### src/rtl/mha_fixp_pkg.sv
// Shared fixed-point definitions for the attention datapath arithmetic units.
// Holds the common FSM encoding and saturation bounds used by mul and div.
package mha_fixp_pkg;

    localparam int FRAC_W_DEF = 13;

    typedef enum logic [3:0] {
        S_IDLE = 4'b0001,
        S_LOAD = 4'b0010,
        S_CALC = 4'b0100,
        S_END  = 4'b1000
    } fsm_state_t;

    function automatic logic [63:0] sat_max_mag(input int w);
        return (64'd1 << (w - 1)) - 64'd1;
    endfunction

    function automatic logic [63:0] sat_min_mag(input int w);
        return 64'd1 << (w - 1);
    endfunction

endpackage

### src/rtl/fixp_sat_round.sv
// Shift, truncate toward zero, saturate and apply sign to a magnitude product.
// Purely combinational so any datapath block can reuse it.
module fixp_sat_round
    import mha_fixp_pkg::*;
#(
    parameter int D_W    = 16,
    parameter int FRAC_W = FRAC_W_DEF,
    parameter int ACC_W  = 2 * D_W
) (
    input  logic [ACC_W-1:0] acc,
    input  logic             neg,
    output logic [D_W-1:0]   res,
    output logic             ovf
);

    localparam int M_W = ACC_W - FRAC_W;
    localparam logic [M_W-1:0] MAX_M = M_W'(sat_max_mag(D_W));
    localparam logic [M_W-1:0] MIN_M = M_W'(sat_min_mag(D_W));

    logic [M_W-1:0] m;

    assign m = acc[ACC_W-1:FRAC_W];

    always_comb begin
        res = '0;
        ovf = 1'b0;
        // a zero magnitude never takes the negative path, so no -0
        if (m == '0) begin
            res = '0;
        end else if (!neg) begin
            if (m > MAX_M) begin
                res = D_W'(sat_max_mag(D_W));
                ovf = 1'b1;
            end else begin
                res = m[D_W-1:0];
            end
        end else begin
            if (m > MIN_M) begin
                res = D_W'(sat_min_mag(D_W));
                ovf = 1'b1;
            end else begin
                res = '0 - m[D_W-1:0];
            end
        end
    end

endmodule

### src/rtl/mul_seq_fixp.sv
// Sequential shift-add signed fixed-point multiplier, one multiplier bit per cycle.
// START must stay high for the whole operation; dropping it aborts.
module mul_seq_fixp
    import mha_fixp_pkg::*;
#(
    parameter int D_W    = 16,
    parameter int FRAC_W = FRAC_W_DEF
) (
    input  logic           I_CLK,
    input  logic           I_RST,
    input  logic           I_MUL_START,
    input  logic [D_W-1:0] I_MULTIPLICAND,
    input  logic [D_W-1:0] I_MULTIPLIER,
    output logic [D_W-1:0] O_PRODUCT,
    output logic           O_OVF,
    output logic           O_OUT_VLD
);

    localparam int ACC_W = 2 * D_W;
    localparam int CNT_W = $clog2(D_W);

    fsm_state_t state, state_nxt;

    logic [D_W-1:0]   a_mag;
    logic [D_W-1:0]   b_mag;
    logic             neg;
    logic [ACC_W-1:0] acc;
    logic [ACC_W-1:0] acc_nxt;
    logic [CNT_W-1:0] cnt;
    logic             last;
    logic [D_W-1:0]   sat_res;
    logic             sat_ovf;

    function automatic logic [D_W-1:0] mag(input logic [D_W-1:0] v);
        return v[D_W-1] ? ('0 - v) : v;
    endfunction

    assign last      = (cnt == CNT_W'(D_W - 1));
    assign acc_nxt   = acc + (b_mag[cnt] ? (ACC_W'(a_mag) << cnt) : '0);
    assign O_OUT_VLD = (state == S_END);

    always_ff @(posedge I_CLK or posedge I_RST) begin
        if (I_RST) state <= S_IDLE;
        else       state <= state_nxt;
    end

    always_comb begin
        state_nxt = state;
        unique case (state)
            S_IDLE: if (I_MUL_START) state_nxt = S_LOAD;
            S_LOAD: state_nxt = I_MUL_START ? S_CALC : S_IDLE;
            S_CALC: begin
                if (!I_MUL_START) state_nxt = S_IDLE;
                else if (last)    state_nxt = S_END;
            end
            S_END:   state_nxt = S_IDLE;
            default: state_nxt = S_IDLE;
        endcase
    end

    always_ff @(posedge I_CLK or posedge I_RST) begin
        if (I_RST) begin
            a_mag     <= '0;
            b_mag     <= '0;
            neg       <= 1'b0;
            acc       <= '0;
            cnt       <= '0;
            O_PRODUCT <= '0;
            O_OVF     <= 1'b0;
        end else begin
            unique case (state)
                S_IDLE: begin
                    acc <= '0;
                    cnt <= '0;
                end
                S_LOAD: begin
                    if (I_MUL_START) begin
                        a_mag <= mag(I_MULTIPLICAND);
                        b_mag <= mag(I_MULTIPLIER);
                        neg   <= I_MULTIPLICAND[D_W-1] ^ I_MULTIPLIER[D_W-1];
                    end
                end
                S_CALC: begin
                    // the final step writes the result from the updated sum
                    if (I_MUL_START) begin
                        acc <= acc_nxt;
                        cnt <= cnt + 1'b1;
                        if (last) begin
                            O_PRODUCT <= sat_res;
                            O_OVF     <= sat_ovf;
                        end
                    end
                end
                default: ;
            endcase
        end
    end

    fixp_sat_round #(
        .D_W    (D_W),
        .FRAC_W (FRAC_W),
        .ACC_W  (ACC_W)
    ) u_sat (
        .acc (acc_nxt),
        .neg (neg),
        .res (sat_res),
        .ovf (sat_ovf)
    );

endmodule

### config.mk
export PLATFORM = sky130hd
export DESIGN_NAME = mul_seq_fixp
export DESIGN_NICKNAME = d
export VERILOG_FILES = /design/src/rtl/mha_fixp_pkg.sv /design/src/rtl/fixp_sat_round.sv /design/src/rtl/mul_seq_fixp.sv
export SDC_FILE = /design/constraint.sdc
export NUM_CORES = 1
export LEC_CHECK = 0
export BUFFER_PORTS_ARGS = -buffer_cell sky130_fd_sc_hd__clkbuf_2
export CAP_MARGIN = 40
export CORE_MARGIN = 8
export CORE_UTILIZATION = 40
export DETAILED_ROUTE_END_ITERATION = 10
export PLACE_DENSITY = 0.58
export REMOVE_ABC_BUFFERS = 1
export SLEW_MARGIN = 20
export SYNTH_ARGS = -nofsm -noshare
export SYNTH_HDL_FRONTEND = slang
export SYNTH_HIERARCHICAL = 1
export SYNTH_SLANG_ARGS = --single-unit
### constraint.sdc
create_clock -name I_CLK -period 12.8 [get_ports I_CLK]
set_input_delay 3.84 -clock I_CLK [delete_from_list [all_inputs] [get_ports I_CLK]]
set_output_delay 3.84 -clock I_CLK [all_outputs]
set_load 0.005 [all_outputs]
==> results.yml, run 1 <==
run_status:
  status: "finished clean"
timing:
  setup_tns_ps: 0
  hold_viol: 0
  min_period_ps: 6080
  rsz0062_at_grt: "false"
  max_freq_mhz: 165
  tightest_slew_ps: 703
  timing.hold.ws_ps: 472
  slew-limit-headroom_pct: 52.8
  post-route-period-util_pct: 47.5
  finalSetupViolCount: 0
  slew_viol_final: 0
  skew_ps: 7.82
logic_synthesis:
  synth_seq_cells: 90
  synthArstFlopShare_pct: 100
  syn_area_per_cell_sq_um: 8.07
  synth-edff-count: 0
  yosysSeqAreaShare_pct: 29.7
  synthCells: 942
  yosys_warnings: 6
  syn_area_sq_um: 7600
  ys.flop_type: "dfrtp_1"
  synthDistinctLibCells: 82
min_path:
  worstHoldPathCells: 2
  min_to: "O_PRODUCT[0]"
  hold_start: "O_PRODUCT[0]"
  hp-class: "flop to flop"
setup_path:
  cp_max_fo: 37
  arrival_ps: 6370
  r2r_end: "O_PRODUCT[4]"
  timing.rr.start: "cnt[0]"
  required_ps: 13090
  critPathKind: "flop to flop"
  reg2reg_depth: 22
  end_kind: "flop"
  r2r_slack_ps: 6720
  start_kind: "flop"
clock_tree:
  clk_pin_slew_ps: 70
  tritoncts: "yes"
  cts_setup_buffers: 0
  cts_buffers: 9
  clock-sinks: 90
  worstSkewPairLatency_ps: 350
  htreeDepth: 3
  cts_hold_buf: 0
  cts_resized: 0
  cts_buffer_depth: 2
  cts-root-buf: "clkbuf_16"
detailed_routing:
  drt_iter0_markers: 380
  drtAntennaViolNets: 0
  drc: 0
  first_pass_iters: 5
  route.final.wire_length_mm: 19.2
  vias: 6692
  viasPerCell: 5.56
  wire_per_inst_um: 16.0
grt:
  antenna_found_initial: 0
  grt_pass1_vias: 6238
  grt_usage_pct: 16.2
  grt-busiest-layer: "met2"
  grt-ovfl-total: 0
  grt_pass1_wl_mm: 31.9
  use_met2_pct: 26.2
  use_met3_pct: 2.24
  use_met1_pct: 22.2
  grt_start_max_net_pins: 65
place:
  hpwl_mm: 14.3
  routabilityCongestion: 0.877
  portBuffers: 52
die:
  die_area_sq_um: 23700
  io_pins: 53
  placementRows: 50
  core_area_sq_um: 18700
  initial_core_util_pct: 40.6
  chipWidth_um: 154
  die_h_um: 154
layout:
  seq_area_sq_um: 2250
  n_antenna_cell: 0
  multi_input_area_sq_um: 5020
  fillers: 1887
  drive_above_1_share_pct: 13.1
  finalNetCount: 1036
  area_delta_synth_final_pct: 9.76
pwr:
  leakage_nw: 4.03
  power_density_nw_per_um2: 142
  ir_worst_vdd_v: 0.0000619
flow_run:
  drv_cap: 0
## worst max-delay path: stages (launching register included)
cell	delay, ps
dfrtp_1	320
buf_4	380
mux2i_1	130
o21ai_0	250
a21oi_1	100
or3_1	450
and2_1	350
a211oi_1	300
ha_1	370
nand2_1	190
o21ai_0	150
nor2_1	270
o21ai_0	220
or3_1	370
o21a_1	210
xnor2_1	460
nand4_1	180
or4_4	570
nand4_4	220
a21oi_1	100
a311oi_1	270
nand2_1	80
nand2_1	60
## cells in the mapped netlist (all sizes together) (3+ instances only)
master / instances / area share, %
nand2: 139 / 6.9
nor2: 104 / 5.2
dfrtp: 89 / 29
a21oi: 77 / 5.2
clkbuf: 39 / 1.9
xor2: 39 / 4.5
nand3: 37 / 2.4
ha: 36 / 5.9
o21ai: 35 / 2.4
a21o: 30 / 3.0
mux2i: 28 / 3.7
inv: 24 / 1.2
and3: 21 / 1.7
nor3: 21 / 1.4
nor2b: 18 / 1.5
xnor2: 17 / 2.0
a31oi: 16 / 1.3
buf: 15 / 1.2
nand4: 15 / 1.5
o31ai: 11 / 1.2
a211oi: 9 / 0.89
a311oi: 9 / 1.4
mux2: 9 / 1.3
or3: 8 / 0.66
mux4: 6 / 1.8
nand2b: 6 / 0.49
nor4: 6 / 0.86
o21a: 6 / 0.59
or4: 6 / 0.64
a211o: 5 / 0.58
and2: 5 / 0.41
o41ai: 5 / 0.58
nor3b: 3 / 0.30
o2111a: 3 / 0.44
o2111ai: 3 / 0.35
o21ba: 3 / 0.40
o22ai: 3 / 0.25
o31a: 3 / 0.36
or2: 3 / 0.25
## layout make-up
cell class	instances	share of cell area [%]
multi-input cells	773	60.2
flip-flops and latches	90	27.0
repair buffers	65	4.65
well taps	234	3.51
clock buffers	9	2.70
inverters	25	1.16
clock inverters	7	0.795
## worst max path at each step
| stage | to | depth (start not counted) | slack [ps] | startpoint |
|---|---|---|---|---|
| 2_1_floorplan | a_mag[0] | 3 | 3200 | I_MUL_START |
| 4_1_cts | O_PRODUCT[0] | 23 | 6520 | cnt[0] |
| 6_report | O_PRODUCT[4] | 22 | 6720 | cnt[0] |
| 3_3_place_gp | O_PRODUCT[0] | 23 | 6570 | cnt[0] |
| 3_5_place_dp | O_PRODUCT[0] | 23 | 6580 | cnt[2] |
| 5_1_grt | O_PRODUCT[5] | 22 | 6260 | cnt[0] |
## state kept, by name (all words and copies together) (netlist names)
signal     cells
neg            1
b_mag         16
acc           32
O_OVF          1
state          4
O_PRODUCT     16
cnt            4
a_mag         16
## per-layer routing
metal  share of wire [%]  vias to the layer above
li1                    -                     3429
met1                  50                     3119
met2                  45                      124
met3                 3.5                       20
met4                 1.4                        0
met5                   0                        -
## stage by stage
step	power (W)	setup slack [ps]	util, %	cells	instance area [sq um]
floorplan	0.000782	3200	-	888	7360
global placement	0.000912	6570	42.7	1184	8000
detailed placement	0.000914	6580	42.7	1184	8000
CTS	0.00119	6520	44.3	1200	8290
global route	0.00127	6260	44.6	1203	8340
finish	0.00118	6720	44.6	1203	8340
## cell usage in the layout (no fill, tap or decap), drive strengths merged, types with 18 or more instances in the layout
cell    Yosys  final
o21ai      35     35
clkbuf     39     61
nor2      104    104
nand2     139    139
mux2i      28     28
nand3      37     37
xor2       39     39
inv        24     29
ha         36     36
dfrtp      89     89
a21o       30     30
a21oi      77     77
nor3       21     21
and3       21     21
nor2b      18     18
## cells by family (layout without fill, tap and decap cells)
kind of cell,after synthesis,count (layout),synth area share (%)
DFF,90,90,29.7
xor gates and xnor gates,56,56,6.45
adders and majority gates,38,38,6.32
and+or+nand+nor,402,402,25.4
muxes,43,43,6.80
AOI/OAI and AO/OA,234,234,20.9
buffers and inverters,79,106,4.38
## power by group
| part | total, W | switching (W) | internal, W |
|---|---|---|---|
| logic | 0.000535 | 0.000321 | 0.000214 |
| clock network | 0.000264 | 0.000126 | 0.000137 |
| registers | 0.000383 | 0.0000446 | 0.000339 |
| total | 0.00118 | 0.000492 | 0.000690 |
Power figures use the tool's default switching activity.
==> inputs of run 2 (changes only) <==
Settings changed: PLACE_DENSITY 0.58 to 0.6.
Clock period 12.8 ns to 5.4 ns, I/O delays scaled along.
==> run 2 against run 1 <==
Wire length rose by 6.9%. Sequential power rose by 140%. Core utilization rose by 4.1 points. Register-to-register slack got worse by 6400 ps. Clock-buffer cell count rose by 1. Final area rose by 9.1%. Non-clock buffer count rose by 79. First-iteration DRC count fell by 7.4%. Largest power group unchanged. Highest routed layer unchanged.
==> results.yml, run 2 (synthesis gave the netlist of run 1 again) <==
clock_tree:
  cts_buffer_depth: 2
  cts_buffers: 9
  clock-sinks: 90
  cts-root-buf: "clkbuf_16"
  clk_pin_slew_ps: 70
  cts_hold_buf: 0
  htreeDepth: 3
  worstSkewPairLatency_ps: 360
  tritoncts: "yes"
timing:
  tightest_slew_ps: 629
  slew-limit-headroom_pct: 58.0
  finalSetupViolCount: 0
  post-route-period-util_pct: 94.7
  max_freq_mhz: 196
  min_period_ps: 5110
  skew_ps: 8.03
  slew_viol_final: 0
  fin_ws_ps: 289
  hold_viol: 0
pwr:
  finalPower_w: 0.00301
  leakage_nw: 4.46
  power_density_nw_per_um2: 330
  ir_worst_vdd_v: 0.000173
flow_run:
  drv_cap: 0
layout:
  top_register: "acc"
  fin_area_sq_um: 9100
  fillers: 1811
  finalNetCount: 1115
  largest_reg_flops: 32
  drive_above_1_share_pct: 22.0
  final_common_cell: "nand2_1"
  final_cell_mix: "nand2_1 (138), nor2_1 (102), dfrtp_1 (87)"
  n_antenna_cell: 0
  area_delta_synth_final_pct: 19.8
detailed_routing:
  drtAntennaViolNets: 0
  first_pass_iters: 5
  route.final.wire_length_mm: 20.5
  wire_per_inst_um: 16.0
  viasPerCell: 5.53
  drt_iter0_markers: 352
  vias: 7090
  drc: 0
setup_path:
  required_ps: 5640
  arrival_ps: 5350
  r2r_slack_ps: 290
  cp_max_fo: 7
  cp_common_cell: "buf_4"
  path_delay_family: "simple AND/OR/NAND/NOR gates"
  r2r_end: "O_PRODUCT[3]"
  crit_chain: "buf_4, mux2_2, o22ai_1, or3_1, buf_4, nor2_1, ha_1, a21oi_2, o22ai_1, or3_4, o21ai_4, buf_4, a21oi_1, nor4_2, nor2_1, buf_4, nor4_4, nand3_1, o32a_1, o31ai_2, buf_2, nor3_1, nand2_1, nand2_1"
  timing.rr.start: "cnt[0]"
  crit_start: "cnt[0]"
  critPathBufInv: 5
  end_kind: "flop"
  max_stage_delay_ps: 470
  cp_slowest_cell: "dfrtp_2"
  cp.depth: 24
  critPathKind: "flop to flop"
  start_kind: "flop"
  reg2reg_depth: 24
place:
  dpl_cell_area_sq_um: 8560
  portBuffers: 52
  place_ws_ps: -28.9
  hpwl_mm: 15.2
  routabilityCongestion: 0.926
min_path:
  worstHoldPathCells: 2
  hold_start: "O_OVF"
  min_to: "O_OVF"
  hp-class: "flop to flop"
die:
  chipWidth_um: 154
  placementRows: 50
  die_area_sq_um: 23700
  initial_core_util_pct: 40.6
  core_area_sq_um: 18700
  io_pins: 53
  die_h_um: 154
run_status:
  status: "finished clean"
grt:
  grt-ovfl-total: 0
  antenna_found_initial: 0
  grt_pass1_vias: 6949
  grt_pass1_wl_mm: 34.6
  grt_usage_pct: 17.5
  grt_start_max_net_pins: 65
==> run 2: per-layer routing <==
metal  track usage, %  share of wire (%)  vias to the layer above  wire length (um)
met5                0                  0                        -                 0
met1             23.2                 48                     3364              9950
met2             28.7                 47                      116              9600
met3             2.86                3.3                       24               685
li1                 -                  -                     3586                 -
met4             4.99                1.4                        0               287
==> run 2: worst reg2reg max path, stage by stage (launching register included) <==
cell     delay, ps
dfrtp_2        470
buf_4          170
mux2_2         220
o22ai_1         60
or3_1          340
buf_4          170
nor2_1         160
ha_1           330
a21oi_2        200
o22ai_1        120
or3_4          420
o21ai_4        170
buf_4          160
a21oi_1         90
nor4_2         320
nor2_1          70
buf_4          170
nor4_4         280
nand3_1        160
o32a_1         320
o31ai_2         90
buf_2          280
nor3_1          90
nand2_1         60
nand2_1         60
==> run 2: layout make-up <==
cell class,instances,area (sq um),area share [%]
inverters,25,95.1,1.04
repair buffers,144,1020,11.2
well taps,234,293,3.22
clock buffers,10,239,2.63
clock inverters,6,40.0,0.440
multi-input cells,773,5150,56.6
flip-flops and latches,90,2260,24.8
==> run 2: where the power goes <==
group          switching, W  internal (W)  total (W)
combinational      0.000813      0.000664    0.00148
sequential         0.000113      0.000803   0.000916
clock              0.000288      0.000326   0.000614
total               0.00121       0.00179    0.00301
==> run 2: worst max path at each step <==
stage,to,slack (ps)
floorplan,a_mag[0],-1980
global placement,O_PRODUCT[0],70
detailed placement,O_PRODUCT[10],-30
CTS,O_PRODUCT[0],10
global route,O_PRODUCT[0],-30
finish,O_PRODUCT[3],290
==> run 2: what timing repair did <==
action                                  CTS  global route
gates resized for setup                   2            38
endpoints found under the setup margin    5            17
setup buffers                             0             6
cloned                                    0             2
pin swaps                                 0             6
==> run 2: per-stage QoR <==
| stage | setup TNS [ps] | util (%) | std cells | hold slack (ps) |
|---|---|---|---|---|
| global route | -153 | 48.6 | 1282 | 499 |
| CTS | 0 | 47.3 | 1273 | 478 |
| finish | 0 | 48.6 | 1282 | 471 |
| floorplan | -61340 | - | 888 | 470 |
| detailed placement | -46.7 | 45.7 | 1257 | 461 |
| global placement | 0 | 45.7 | 1257 | 458 |
==> inputs of run 3 (changes only) <==
Settings changed: CORE_UTILIZATION 40 to 35, CTS_CLUSTER_SIZE set to 40, PLACE_DENSITY 0.6 to 0.54.
==> run 3 against run 2 <==
Worst setup slack got worse by 71 ps. Clock skew increased by 5.5 ps. Wire length increased by 1.8%. Core utilization decreased by 6.6 points. Sequential cell count unchanged. Die area increased by 13%. Largest power group unchanged.
==> results.yml, run 3 (synthesis gave the netlist of run 1 again) <==
run_status:
  status: "finished clean"
clock_tree:
  tritoncts: "yes"
  cts-root-buf: "clkbuf_16"
  cts_buffer_depth: 2
  worstSkewPairLatency_ps: 370
  cts_buffers: 9
  clock-sinks: 90
  htreeDepth: 3
  cts_hold_buf: 0
  clk_pin_slew_ps: 80
detailed_routing:
  first_pass_iters: 5
  drc: 0
  wire_per_inst_um: 15.8
  drt_iter0_markers: 451
  drtAntennaViolNets: 0
  vias: 7040
  viasPerCell: 5.33
  route.final.wire_length_mm: 20.9
setup_path:
  arrival_ps: 5480
  r2r_end: "O_PRODUCT[2]"
  required_ps: 5700
  cp_common_cell: "buf_4"
  cp_max_fo: 9
  cp_slowest_cell: "or4_4"
  timing.rr.start: "cnt[0]"
  critPathKind: "flop to flop"
  reg2reg_depth: 22
  max_stage_delay_ps: 580
  crit_chain: "buf_4, buf_4, mux2_2, nand2_1, o21ai_0, nor3b_1, ha_1, buf_4, and3_1, a221o_1, a31oi_1, buf_4, o2111ai_1, a31oi_1, xnor2_1, nand4_1, or4_4, nand4_2, a21oi_1, a311oi_2, nand2_1, nand2_1"
  start_kind: "flop"
  endpoint: "O_PRODUCT[2]"
  r2r_slack_ps: 220
  crit_start: "cnt[0]"
  end_kind: "flop"
layout:
  utilization_pct: 42.1
  top_register: "acc"
  drive_above_1_share_pct: 21.0
  finalNetCount: 1109
  n_antenna_cell: 0
  final_cell_mix: "nand2_1 (137), nor2_1 (103), dfrtp_1 (87)"
  final_common_cell: "nand2_1"
  area_delta_synth_final_pct: 19.3
  largest_reg_flops: 32
timing:
  rsz0062_at_grt: "false"
  skew_ps: 13.5
  slew-limit-headroom_pct: 58.6
  finalSetupViolCount: 0
  fin_ws_ps: 217
  post-route-period-util_pct: 96.0
  hold_viol: 0
  slew_viol_final: 0
  min_period_ps: 5180
  max_freq_mhz: 193
  tightest_slew_ps: 621
place:
  place_ws_ps: -161
  hpwl_mm: 15.6
  portBuffers: 52
  routabilityCongestion: 0.935
grt:
  antenna_found_initial: 0
  grt_usage_pct: 15.8
  grt_start_max_net_pins: 65
  grt_pass1_wl_mm: 34.6
  grt-ovfl-total: 0
  grt_pass1_vias: 6844
pwr:
  ir_worst_vdd_v: 0.000157
  leakage_nw: 4.43
  power_density_nw_per_um2: 333
die:
  chipWidth_um: 163
  core_area_sq_um: 21600
  die_area_sq_um: 26700
  placementRows: 54
  initial_core_util_pct: 35.3
  io_pins: 53
  die_h_um: 163
min_path:
  hp-class: "flop to flop"
flow_run:
  drv_cap: 0
[run 3: worst min path at each step]
| stage | startpoint | end | slack, ps | cells after the start |
|---|---|---|---|---|
| 2_1_floorplan | O_PRODUCT[0] | O_PRODUCT[0] | 470 | 2 |
| 3_3_place_gp | O_PRODUCT[2] | O_PRODUCT[2] | 460 | 2 |
| 3_5_place_dp | O_PRODUCT[7] | O_PRODUCT[7] | 460 | 2 |
| 4_1_cts | O_PRODUCT[7] | O_PRODUCT[7] | 480 | 2 |
| 5_1_grt | O_PRODUCT[14] | O_PRODUCT[14] | 500 | 2 |
| 6_report | O_PRODUCT[7] | O_PRODUCT[7] | 470 | 2 |
[run 3: layout make-up]
cell class,instances,area [sq um]
clock buffer,9,225
inverter,25,96.3
multi-input combinational,774,5130
clock inverter,7,72.6
fill,2180,12500
sequential,90,2260
timing repair buffer,137,935
tap,280,350
[run 3: power by group]
part	switching, W	leakage (nW)	internal (W)	total, W
combinational	0.000815	3.12	0.000638	0.00145
clock	0.000328	0.143	0.000328	0.000655
sequential	0.000110	1.17	0.000802	0.000912
[run 3: worst max-delay path, delay by kind of cell (launching register included)]
family	cells	cell delay, ps
and+or+nand+nor	8	1490
AOI/OAI and AO/OA	7	1460
buffers and inverters	4	690
DFF	1	440
adders and majority gates	1	370
muxes	1	360
xor gates and xnor gates	1	300
[run 3: stage by stage]
step	instances	TNS, ps	area [sq um]	hold WS, ps	power [W]
2_1_floorplan	888	-61340	7360	470	0.00185
3_3_place_gp	1293	-338	8530	458	0.00228
3_5_place_dp	1294	-1270	8550	462	0.00229
4_1_cts	1310	0	8860	480	0.00296
5_1_grt	1322	0	9070	496	0.00325
6_report	1322	0	9070	473	0.00302
[run 3: timing repair]
item | 4_1_cts | 5_1_grt
hold endpoints to repair | 0 | 0
resized for setup | 4 | 25
buffers inserted | 0 | 9
pin swaps | 0 | 10
cloned | 0 | 2
setup endpoints to repair | 16 | 17
[run 3: metal layers]
metal / routed length [um] / global-route usage [%] / vias to the layer above
li1: - / - / 3580
met3: 858 / 2.92 / 22
met4: 251 / 3.84 / 0
met5: 0 / 0 / -
met2: 9160 / 24.4 / 155
met1: 10600 / 22.3 / 3283
